--- src/rtl/jtframe_2308_scan.sv ---
// LTC2308 round-robin scan controller with a priority request port and an 8x12 result bank.
// Define JTFRAME_2308_AVG_EN to make the bank keep a running average instead of raw samples.
module jtframe_2308_scan #(
   parameter int unsigned CONV_CYC = 40,
   parameter bit          UNI      = 1'b1
)(
   input  logic        clk,
   input  logic        rst,
   input  logic        cen,
   input  logic [7:0]  ch_en,
   input  logic        req,
   input  logic [2:0]  req_ch,
   output logic        ack,
   output logic        adc_convst,
   output logic        adc_sck,
   output logic        adc_sdi,
   input  logic        adc_sdo,
   output logic [11:0] dout,
   output logic [2:0]  dout_ch,
   output logic        dout_valid,
   input  logic [2:0]  rd_ch,
   output logic [11:0] rd_data
);

   localparam logic [2:0] IDLE  = 3'd0,
                          CONV  = 3'd1,
                          SETUP = 3'd2,
                          SHIFT = 3'd3,
                          DONE  = 3'd4;

   logic [2:0]  st, rr, cfg_ch, pend_ch;
   logic        pend_vld;
   logic [15:0] cnt;
   logic [3:0]  bitcnt;
   logic [11:0] sreg;
   logic [11:0] bank [8];
   logic [11:0] bank_wr;
   logic [5:0]  cfg_word;
   logic        rr_found, sched_ok, start;
   logic [2:0]  rr_ch, rr_idx, sched_ch;

   assign cfg_word = {1'b1, cfg_ch[0], cfg_ch[2], cfg_ch[1], UNI, 1'b0};
   assign rd_data  = bank[rd_ch];

   // First enabled channel strictly after rr; i=8 wraps back onto rr itself
   always_comb begin
      rr_found = 1'b0;
      rr_ch    = rr;
      rr_idx   = rr;
      for (int i = 1; i <= 8; i++) begin
         rr_idx = rr + 3'(i);
         if (!rr_found && ch_en[rr_idx]) begin
            rr_found = 1'b1;
            rr_ch    = rr_idx;
         end
      end
   end

   assign sched_ok = req | rr_found;
   assign sched_ch = req ? req_ch : rr_ch;
   assign start    = cen && sched_ok && (st == IDLE || st == DONE);

`ifdef JTFRAME_2308_AVG_EN
   logic [7:0]  seen;
   logic [13:0] avg_sum;
   always_comb begin
      avg_sum = 14'(bank[pend_ch]) * 14'd3 + 14'(sreg);
      bank_wr = seen[pend_ch] ? avg_sum[13:2] : sreg;
   end
`else
   assign bank_wr = sreg;
`endif

   always_ff @(posedge clk or posedge rst) begin
      if (rst) begin
         st         <= IDLE;
         rr         <= 3'd7;
         cfg_ch     <= '0;
         pend_ch    <= '0;
         pend_vld   <= 1'b0;
         cnt        <= '0;
         bitcnt     <= '0;
         sreg       <= '0;
         ack        <= 1'b0;
         adc_convst <= 1'b0;
         adc_sck    <= 1'b0;
         adc_sdi    <= 1'b0;
         dout       <= '0;
         dout_ch    <= '0;
         dout_valid <= 1'b0;
         for (int i = 0; i < 8; i++) bank[i] <= '0;
`ifdef JTFRAME_2308_AVG_EN
         seen       <= '0;
`endif
      end else begin
         ack        <= 1'b0;
         dout_valid <= 1'b0;
         if (cen) begin
            case (st)
               CONV: begin
                  if (cnt == 16'(CONV_CYC - 1)) begin
                     adc_convst <= 1'b0;
                     st         <= SETUP;
                  end else begin
                     cnt <= cnt + 16'd1;
                  end
               end
               SETUP: begin
                  adc_sdi <= cfg_word[5];
                  adc_sck <= 1'b0;
                  bitcnt  <= '0;
                  st      <= SHIFT;
               end
               SHIFT: begin
                  if (!adc_sck) begin
                     adc_sck <= 1'b1;
                     sreg    <= {sreg[10:0], adc_sdo};
                     bitcnt  <= bitcnt + 4'd1;
                  end else begin
                     adc_sck <= 1'b0;
                     if (bitcnt == 4'd12) begin
                        adc_sdi <= 1'b0;
                        st      <= DONE;
                     end else begin
                        adc_sdi <= (bitcnt < 4'd6) ? cfg_word[3'(4'd5 - bitcnt)] : 1'b0;
                     end
                  end
               end
               DONE: begin
                  if (pend_vld) begin
                     bank[pend_ch] <= bank_wr;
                     dout          <= sreg;
                     dout_ch       <= pend_ch;
                     dout_valid    <= 1'b1;
`ifdef JTFRAME_2308_AVG_EN
                     seen[pend_ch] <= 1'b1;
`endif
                  end
                  pend_ch  <= cfg_ch;
                  pend_vld <= 1'b1;
                  st       <= IDLE;
               end
               default: st <= IDLE;
            endcase
            // A scheduling hit overrides the IDLE fall-back set above
            if (start) begin
               st         <= CONV;
               adc_convst <= 1'b1;
               cnt        <= '0;
               cfg_ch     <= sched_ch;
               ack        <= req;
               if (!req) rr <= sched_ch;
            end
         end
      end
   end

endmodule

--- config.mk ---
export PLATFORM = sky130hd
export DESIGN_NAME = jtframe_2308_scan
export DESIGN_NICKNAME = d
export VERILOG_FILES = /design/src/rtl/jtframe_2308_scan.sv
export SDC_FILE = /design/constraint.sdc
export NUM_CORES = 1
export LEC_CHECK = 0
export ABC_AREA = 1
export CAP_MARGIN = 5
export CORE_MARGIN = 2
export CORE_UTILIZATION = 25
export CTS_BUF_LIST = sky130_fd_sc_hd__clkbuf_8
export CTS_CLUSTER_DIAMETER = 50
export CTS_CLUSTER_SIZE = 30
export DETAILED_ROUTE_END_ITERATION = 7
export GPL_TIMING_DRIVEN = 0
export HOLD_SLACK_MARGIN = 0.05
export PLACE_DENSITY_LB_ADDON = 0.12
export SETUP_SLACK_MARGIN = 0.2
export SKIP_LAST_GASP = 1
export SLEW_MARGIN = 10
export SYNTH_ARGS = -nofsm -noshare
export SYNTH_HDL_FRONTEND = slang
export SYNTH_SLANG_ARGS = --single-unit
--- constraint.sdc ---
create_clock -name clk -period 8.45 [get_ports clk]
set_clock_uncertainty 0.1 [all_clocks]
set_input_delay 2.1125 -clock clk [delete_from_list [all_inputs] [get_ports clk]]
set_output_delay 2.1125 -clock clk [all_outputs]
set_load 0.01 [all_outputs]
# Yosys cells after proc, flatten, opt, wreduce, memory -nomap -nowiden
# Index checks and enable logic that the tools add are counted.
[word_totals]
out_inout_bits = 32
ff_bits = 161
elab_cells = 161
[op_classes]
n_addsub = 10
order_cmp = 13
n_reduce_logical = 33
bitwise_logic = 5
n_eq_ne = 12
mux = 65
[op_table]
columns = ["operator", "count"]
rows = [
  ["bitwise mux 96 bit", 1],
  ["2-to-1 mux 16 bit", 3],
  ["2-to-1 mux 3 bit", 13],
  ["binary-select mux 12 bit (select 3 bit)", 1],
  ["demux 12 bit (select 3 bit)", 1],
  ["less-than comparator 3 x 4 -> 1 bit (second input constant)", 9],
  ["2-to-1 mux 12 bit", 3],
  ["2-to-1 mux 1 bit", 29],
  ["binary-select mux 1 bit (select 3 bit)", 9],
  ["AND reduction 3 bit", 7],
  ["adder 16 x 1 -> 16 bit (second input constant)", 1],
  ["== test 16 x 6 -> 1 bit (second input constant)", 1],
  ["adder 3 bit (second input constant)", 4],
  ["logical AND 1 bit", 10],
  ["!= test 3 bit (second input constant)", 3],
  ["case mux 3 bit (3 select lines)", 1],
  [">= comparator 4 bit (second input constant)", 2],
  ["NOT 3 -> 4 bit", 2],
  ["case mux 4 bit (2 select lines)", 1],
  ["logical NOT 1 bit", 7],
  ["adder 3 x 2 -> 3 bit (second input constant)", 2],
  ["== test 3 x 2 -> 1 bit (second input constant)", 2],
  ["!= test 2 bit (second input constant)", 3],
  ["AND reduction 2 bit", 3],
  ["16 further kinds", 20],
]

# Depth between registers and ports, before layout
# Gate-level depths: netlist (run 1).
[depth]
word_depth = 30
mapped_depth = 21
depth_no_buf = 20

# Worst setup path before layout (run 1)
# OpenSTA, ideal clock, no wires.
[synth_path]
path_type = "input to output"
from = "input rd_ch[0]"
to = "output rd_data[10]"
t_arrival_ps = 3087
stages = 6
setup_slack_ps = 3151
t_required_ps = 6238
path_cell_list = "clkbuf_1 clkbuf_1 nor2_1 nor2_1 o21ai_0 a31oi_1"
[synth_between]
elab_chain_len = 4
[synth_rtl]
columns = ["item", "line_no", "text"]
rows = [
  ["from (decl)", "21", "input logic [2:0] rd_ch,"],
  ["NOT 3 -> 4 bit (implied by the code)", "43", "assign rd_data = bank[rd_ch];"],
  ["binary-select mux 12 bit (select 3 bit)", "43", ""],
  ["2-to-1 mux 12 bit (implied by the code) (2 in series)", "43", ""],
  ["to (decl)", "22", "output logic [11:0] rd_data"],
]
# No other way between the ends. The select of a mux whose other input is x is not followed.

# Worst setup path in the final report (run 1)
[layout_path]
from = "input rd_ch[0]"
to = "output rd_data[9]"
# The elaborated chain is that of the path after synthesis.

==> results of run 1 <==
-- metal layers --
layer / track usage (%) / up-vias
met3: 2.80 / 21
met4: 4.20 / 0
met5: 0 / -
li1: - / 3301
met2: 24.7 / 96
met1: 20.9 / 3188
-- power groups by stage --
stage	logic [mW]	clock network [mW]	registers, mW
after floorplan	0.679	0	0.990
after global placement	1.02	0	1.01
after detailed placement	1.02	0	1.01
after CTS	1.02	0.687	0.994
after global routing	1.15	0.723	1.01
final	1.00	0.671	0.992
-- synth_stat cells (2+ instances only) --
| master | number | area [µm²] |
|---|---|---|
| xor2_1 | 11 | 96.3 |
| inv_1 | 58 | 218 |
| dfstp_2 | 3 | 78.8 |
| a31oi_1 | 16 | 100 |
| buf_6 | 2 | 22.5 |
| o21ai_0 | 183 | 916 |
| nand2_2 | 3 | 18.8 |
| nor2_4 | 3 | 33.8 |
| nor4_1 | 2 | 12.5 |
| buf_2 | 2 | 10.0 |
| nor2_1 | 133 | 499 |
| nand3_1 | 46 | 230 |
| nand2_1 | 219 | 822 |
| inv_2 | 3 | 11.3 |
| ha_1 | 6 | 75.1 |
| dfrtp_1 | 158 | 3950 |
| o21ai_1 | 3 | 15.0 |
| nor3b_2 | 3 | 37.5 |
| o22ai_1 | 14 | 87.6 |
| clkbuf_1 | 39 | 146 |
| o31ai_1 | 2 | 15.0 |
| nor3_1 | 7 | 35.0 |
| a21oi_1 | 12 | 60.1 |
| nand4_1 | 8 | 50.1 |
| o211ai_1 | 3 | 22.5 |
| nand3_2 | 2 | 20.0 |
-- per-stage QoR --
| step | power, mW | hold WS, ns |
|---|---|---|
| 4_1_cts | 2.70 | 0.388 |
| 2_1_floorplan | 1.67 | 0.348 |
| 6_report | 2.67 | 0.384 |
| 3_3_place_gp | 2.03 | 0.361 |
| 5_1_grt | 2.88 | 0.413 |
| 3_5_place_dp | 2.02 | 0.368 |
-- worst max path at each step --
stage | startpoint | endpoint | slack (ns) | cells past startpoint
after floorplan | rst | ack$_DFF_PP0_ | 1.89 | 1
after global placement | rst | bank[53]$_DFFE_PP0P_ | -0.94 | 2
after detailed placement | rd_ch[0] | rd_data[9] | 1.32 | 8
after CTS | rd_ch[0] | rd_data[9] | 1.31 | 8
after global routing | rd_ch[0] | rd_data[10] | 1.18 | 8
final | rd_ch[0] | rd_data[9] | 1.34 | 8
-- worst max-delay path, cell delays in order --
cell,delay (ns)
clkdlybuf4s50_1,0.55
clkbuf_1,0.42
clkbuf_1,0.45
nor2_1,0.10
o22ai_1,0.26
nor2_1,0.09
a31oi_1,0.32
clkdlybuf4s50_1,0.61
-- sequential cells by signal (all words and copies together), names as in the netlist --
register,cells
pend_vld,1
pend_ch,3
rr,3
cfg_ch,3
dout,12
cnt,16
ack,1
adc_sdi,1
dout_ch,3
adc_sck,1
st,3
adc_convst,1
bitcnt,4
dout_valid,1
bank_wr,12
bank,96
-- area by class of cell --
type                       instances  area (µm²)
clock inverter                    13         210
fill                            3274       21300
sequential                       161        4030
buffer                            44         186
tap                              396         495
timing repair buffer              51         528
inverter                          64         255
multi-input combinational        689        3280
clock buffer                      18         248
-- kinds of logic (layout without fill, tap and decap cells) --
group                    count (synthesis)  count (layout)
AND/OR/NAND/NOR                        434             434
AO/OA/AOI/OAI                          236             236
flip-flops                             161             161
buffers and inverters                  108             190
XOR/XNOR                                13              13
adder cells (fa/ha/maj)                  6               6
==> impl_metrics.ini, run 1 <==
[flow_run]
drv_cap = 0

[global_route]
antenna_found_initial = 0
gr-total-overflow = 0
track_usage_pct = 15.3
grt_pass1_wl_um = 38600
grt_start_max_net_pins = 86
grt_pass1_vias = 6723

[final_layout]
final_common_cell = nand2_1
drive_above_1_share_pct = 6.06
stdcell_count = 1436
syn2layout_area_growth_pct = 19.2
diodes = 0
nNetsFinal = 1053
mostFrequentLayoutCells = nand2_1 (219), o21ai_0 (183), dfrtp_1 (158)
fin_util_pct = 30.3
final_area_mm2 = 0.00923

[clock_network]
cts_hold_buf = 0
post-cts-setup-buffers = 0
numCtsBuffers = 17
clk_pin_slew_ns = 0.08
cts_sinks = 161
cts.path.max_buffers = 2
clock_latency_ns = 0.46
cts.htree.levels = 4
cts_tree = done
ctsResizeCount = 0
root_buffer = clkbuf_8

[worst_setup_path]
critical_path_required_ns = 6.24
regToRegSetupSlack_ns = 5.05
rr_endpoint = rr[2]$_DFFE_PP1P_
rr_worst_depth = 17
worstSetupStartpointType = primary input
r2r_start = rr[1]$_DFFE_PP1P_
crit_path_max_fanout = 10
arrival_ns = 4.90
crit_type = in2out
critPathCaptureType = output port

[synthesis]
async_flop_share_pct = 100
synth-xor-area-share_pct = 1.57
ys_ff_latch = 161
synthMuxAreaShare_pct = 0
netlist_area_mm2 = 0.00774
synth_fp_nets = 983
synth_edf_count = 0
synth.distinct_cells = 43
synth_top_family_by_area = simple AND/OR/NAND/NOR gates
synth_fa_ha_area_share_pct = 0.969
synth.avg_cell_area_um2 = 8.08
synthSimpleGateAreaFrac_pct = 23.8
synthCells = 958
synth-compound-area-share_pct = 16.0
yosys_warnings = 0
synth_ff_type = dfrtp_1
ys_seq_area_share_pct = 52.1

[drt]
top_layer = met4
first_iter_violations = 431
wl_met3_um = 582
vias = 6606
wirelength_um = 23900
drc_errors = 0
dr_wl_met2_um = 11200
viasPerCell = 4.60
drt-wirelength-per-cell_um = 16.6
met1Wirelength_um = 11800
ant_nets = 0
first_pass_iters = 5

[place]
dpl.hpwl_um = 16600
gp_congestion = 0.778
dpl_cell_area_mm2 = 0.00877
post-place-ws_ns = 1.32
portBuffers = 50
dp_cells = 1405

[worst_hold_path]
holdCritStartpoint = bank[15]$_DFFE_PP0P_
holdCritPathClass = reg2reg
holdPathStages = 2
whs_endpoint = bank[15]$_DFFE_PP0P_

[timing]
min_period_over_period_pct = 84.2
tightestPinTransition_ns = 0.712
rsz0062_at_grt = no
slew_violations = 0
setup_viol = 0
fmax_mhz = 141
fin_tns_setup_ns = 0
hold_violations = 0
setup_ws_ns = 1.34
min_period_ns = 7.11
slew-limit-headroom_pct = 52.5

[floorplanning]
die_y_um = 180
die_area_mm2 = 0.0324
initial_core_util_pct = 25.4
ios = 51
rows = 64
die-width_um = 180
core-area_mm2 = 0.0305

[power]
internal_power_mw = 1.59
p_sw_share_pct = 40.3
p_clk_share_pct = 25.2
power.density_mw_per_mm2 = 289
p_switching_mw = 1.07
p_comb_share_pct = 37.6
pwr-share-seq_pct = 37.2
p_leak_nw = 4.06
ir_drop_uv = 173

[run_status]
status = finished clean
Note: power is estimated with default switching activity, not from simulation.
==> run 2, diff against run 1 <==
==> constraint.sdc (replaced) <==
create_clock -name clk -period 6.1 [get_ports clk]
set_clock_uncertainty 0.1 [all_clocks]
set_input_delay 1.525 -clock clk [delete_from_list [all_inputs] [get_ports clk]]
set_output_delay 1.525 -clock clk [all_outputs]
set_load 0.01 [all_outputs]
==> run 2 against run 1 <==
- non-clock buffer count rose by 4
- cell count rose by 0.35%
- clock-buffer cell count fell by 1
- register-to-register slack got worse by 2.3 ns
- sequential cell count did not move
- via count rose by 0.15%
- combinational power rose by 40%
- critical path depth did not move
- die area did not move
- worst hold slack improved by 0.00078 ns
- core utilization fell by 0.090 points
- clock power rose by 13%
- critical endpoint is now rd_data[10]
==> impl_metrics.ini, run 2 (same netlist as run 1, synthesis figures left out) <==
[run_status]
status = finished clean

[floorplanning]
die_area_mm2 = 0.0324
ios = 51
core-area_mm2 = 0.0305
die_y_um = 180
rows = 64
die-width_um = 180
initial_core_util_pct = 25.4

[timing]
setup_ws_ns = 0.383
fin_tns_setup_ns = 0
tightestPinTransition_ns = 0.684
min_period_ns = 5.72
fmax_mhz = 175
slew_violations = 0
holdWs_ns = 0.385
setup_viol = 0
slew-limit-headroom_pct = 54.4
hold_violations = 0
rsz0062_at_grt = no
min_period_over_period_pct = 93.7

[place]
dpl.hpwl_um = 16800
gp_congestion = 0.786
dp_cells = 1409
portBuffers = 50
post-place-ws_ns = 0.258

[worst_setup_path]
crit_buf_inv = 4
path_delay_family = buffers and inverters
arrival_ns = 4.09
critical_path_required_ns = 4.47
rr_worst_depth = 19
crit_path_max_fanout = 10
path_cells = clkdlybuf4s50_1, clkbuf_1, clkbuf_1, nor2_1, nor2_1, o21ai_0, a31oi_1, clkdlybuf4s50_1
cp_num_cells = 8
crit_path_max_incr_delay_ns = 0.61
critPathCaptureType = output port
slowest_stage = clkdlybuf4s50_1
worstSetupStartpointType = primary input
crit_type = in2out

[final_layout]
drive_above_1_share_pct = 6.70
stdcell_count = 1441
regMostFlops = bank
nNetsFinal = 1057
n_fill_cell = 3350
largest_reg_flops = 96
syn2layout_area_growth_pct = 18.9
diodes = 0
mostFrequentLayoutCells = nand2_1 (219), o21ai_0 (183), dfrtp_1 (158)
top_regs = bank x96, cnt x16
final_common_cell = nand2_1

[clock_network]
clk_pin_slew_ns = 0.09
numCtsBuffers = 17
cts.path.max_buffers = 2
root_buffer = clkbuf_8
clock_latency_ns = 0.46
cts_sinks = 161
cts.htree.levels = 4
post-cts-setup-buffers = 0
cts_tree = done

[drt]
met1Wirelength_um = 11600
drc_errors = 0
first_pass_iters = 4
drt-wirelength-per-cell_um = 16.6
wirelength_um = 23900
top_layer = met4
ant_nets = 0
wl_met3_um = 663
dr_wl_met2_um = 11300
vias = 6616
first_iter_violations = 392
viasPerCell = 4.59

[global_route]
grt_start_max_net_pins = 36
gr-total-overflow = 0
grt_pass1_wl_um = 38600
antenna_found_initial = 0
track_usage_pct = 15.3
grt_pass1_vias = 6800

[worst_hold_path]
holdCritPathClass = reg2reg
holdPathStages = 2

[power]
power.total_mw = 3.54
power.density_mw_per_mm2 = 384
ir_drop_uv = 219
p_leak_nw = 4.05

[flow_run]
drv_cap = 0
[run 2: changes by cell type in the layout (fill, tap and decap cells not counted), moves of 2 or more]
cell	previous run	this run
buf_12	0	5
clkbuf_2	0	2
inv_6	1	5
clkinvlp_4	2	4
clkbuf_1	39	37
bufinv_16	5	0
[run 2: tightest hold or removal path: stages (launching register included)]
cell and delay, ns:
dfrtp_1 0.35, nand2_1 0.05, o21ai_0 0.05
[run 2: final timing paths]
| path | start | to | slack [ns] |
|---|---|---|---|
| worst max register to register | rr[1]$_DFFE_PP1P_ | rr[2]$_DFFE_PP1P_ | 2.79 |
| max in group asynchronous | rst | dout_valid$_DFF_PP0_ | 3.97 |
| worst max-delay path | rd_ch[0] | rd_data[10] | 0.38 |
| worst min-delay path | bank[83]$_DFFE_PP0P_ | bank[83]$_DFFE_PP0P_ | 0.38 |
| min in group asynchronous | rst | dout[6]$_DFFE_PP0P_ | 1.22 |
| worst min register to register | bank[83]$_DFFE_PP0P_ | bank[83]$_DFFE_PP0P_ | 0.38 |
[run 2: through the flow]
stage	util [%]	cell area, µm²
final	30.2	9210
after global routing	30.2	9210
after CTS	30.2	9200
after detailed placement	29.0	8840
after global placement	28.7	8740
after floorplan	-	7750
[run 2: area by class of cell]
class / count / area (µm²) / share of cell area [%]
plain buffers: 44 / 189 / 2.05
clock buffers: 17 / 234 / 2.54
clock inverters: 15 / 125 / 1.36
inverters: 64 / 251 / 2.73
multi-input cells: 689 / 3280 / 35.6
flip-flops and latches: 161 / 4030 / 43.8
well taps: 396 / 495 / 5.38
repair buffers: 55 / 601 / 6.52
[run 2: power breakdown]
| part | internal [mW] | switching (mW) | leakage [nW] |
|---|---|---|---|
| Combinational | 0.467 | 0.935 | 1.70 |
| Clock | 0.293 | 0.463 | 0.178 |
| Sequential | 1.24 | 0.132 | 2.18 |
| Total | 2.01 | 1.53 | 4.05 |
[run 2: what timing repair did]
item	in CTS	in global routing
gates resized for setup	0	4
endpoints found under the setup margin	0	5
hold buffers	0	0
[run 2: metal layers]
layer / vias to the layer above / track usage, %
met3: 18 / 2.82
met1: 3195 / 20.8
li1: 3310 / -
met2: 93 / 24.9
met4: 0 / 4.07
met5: - / 0
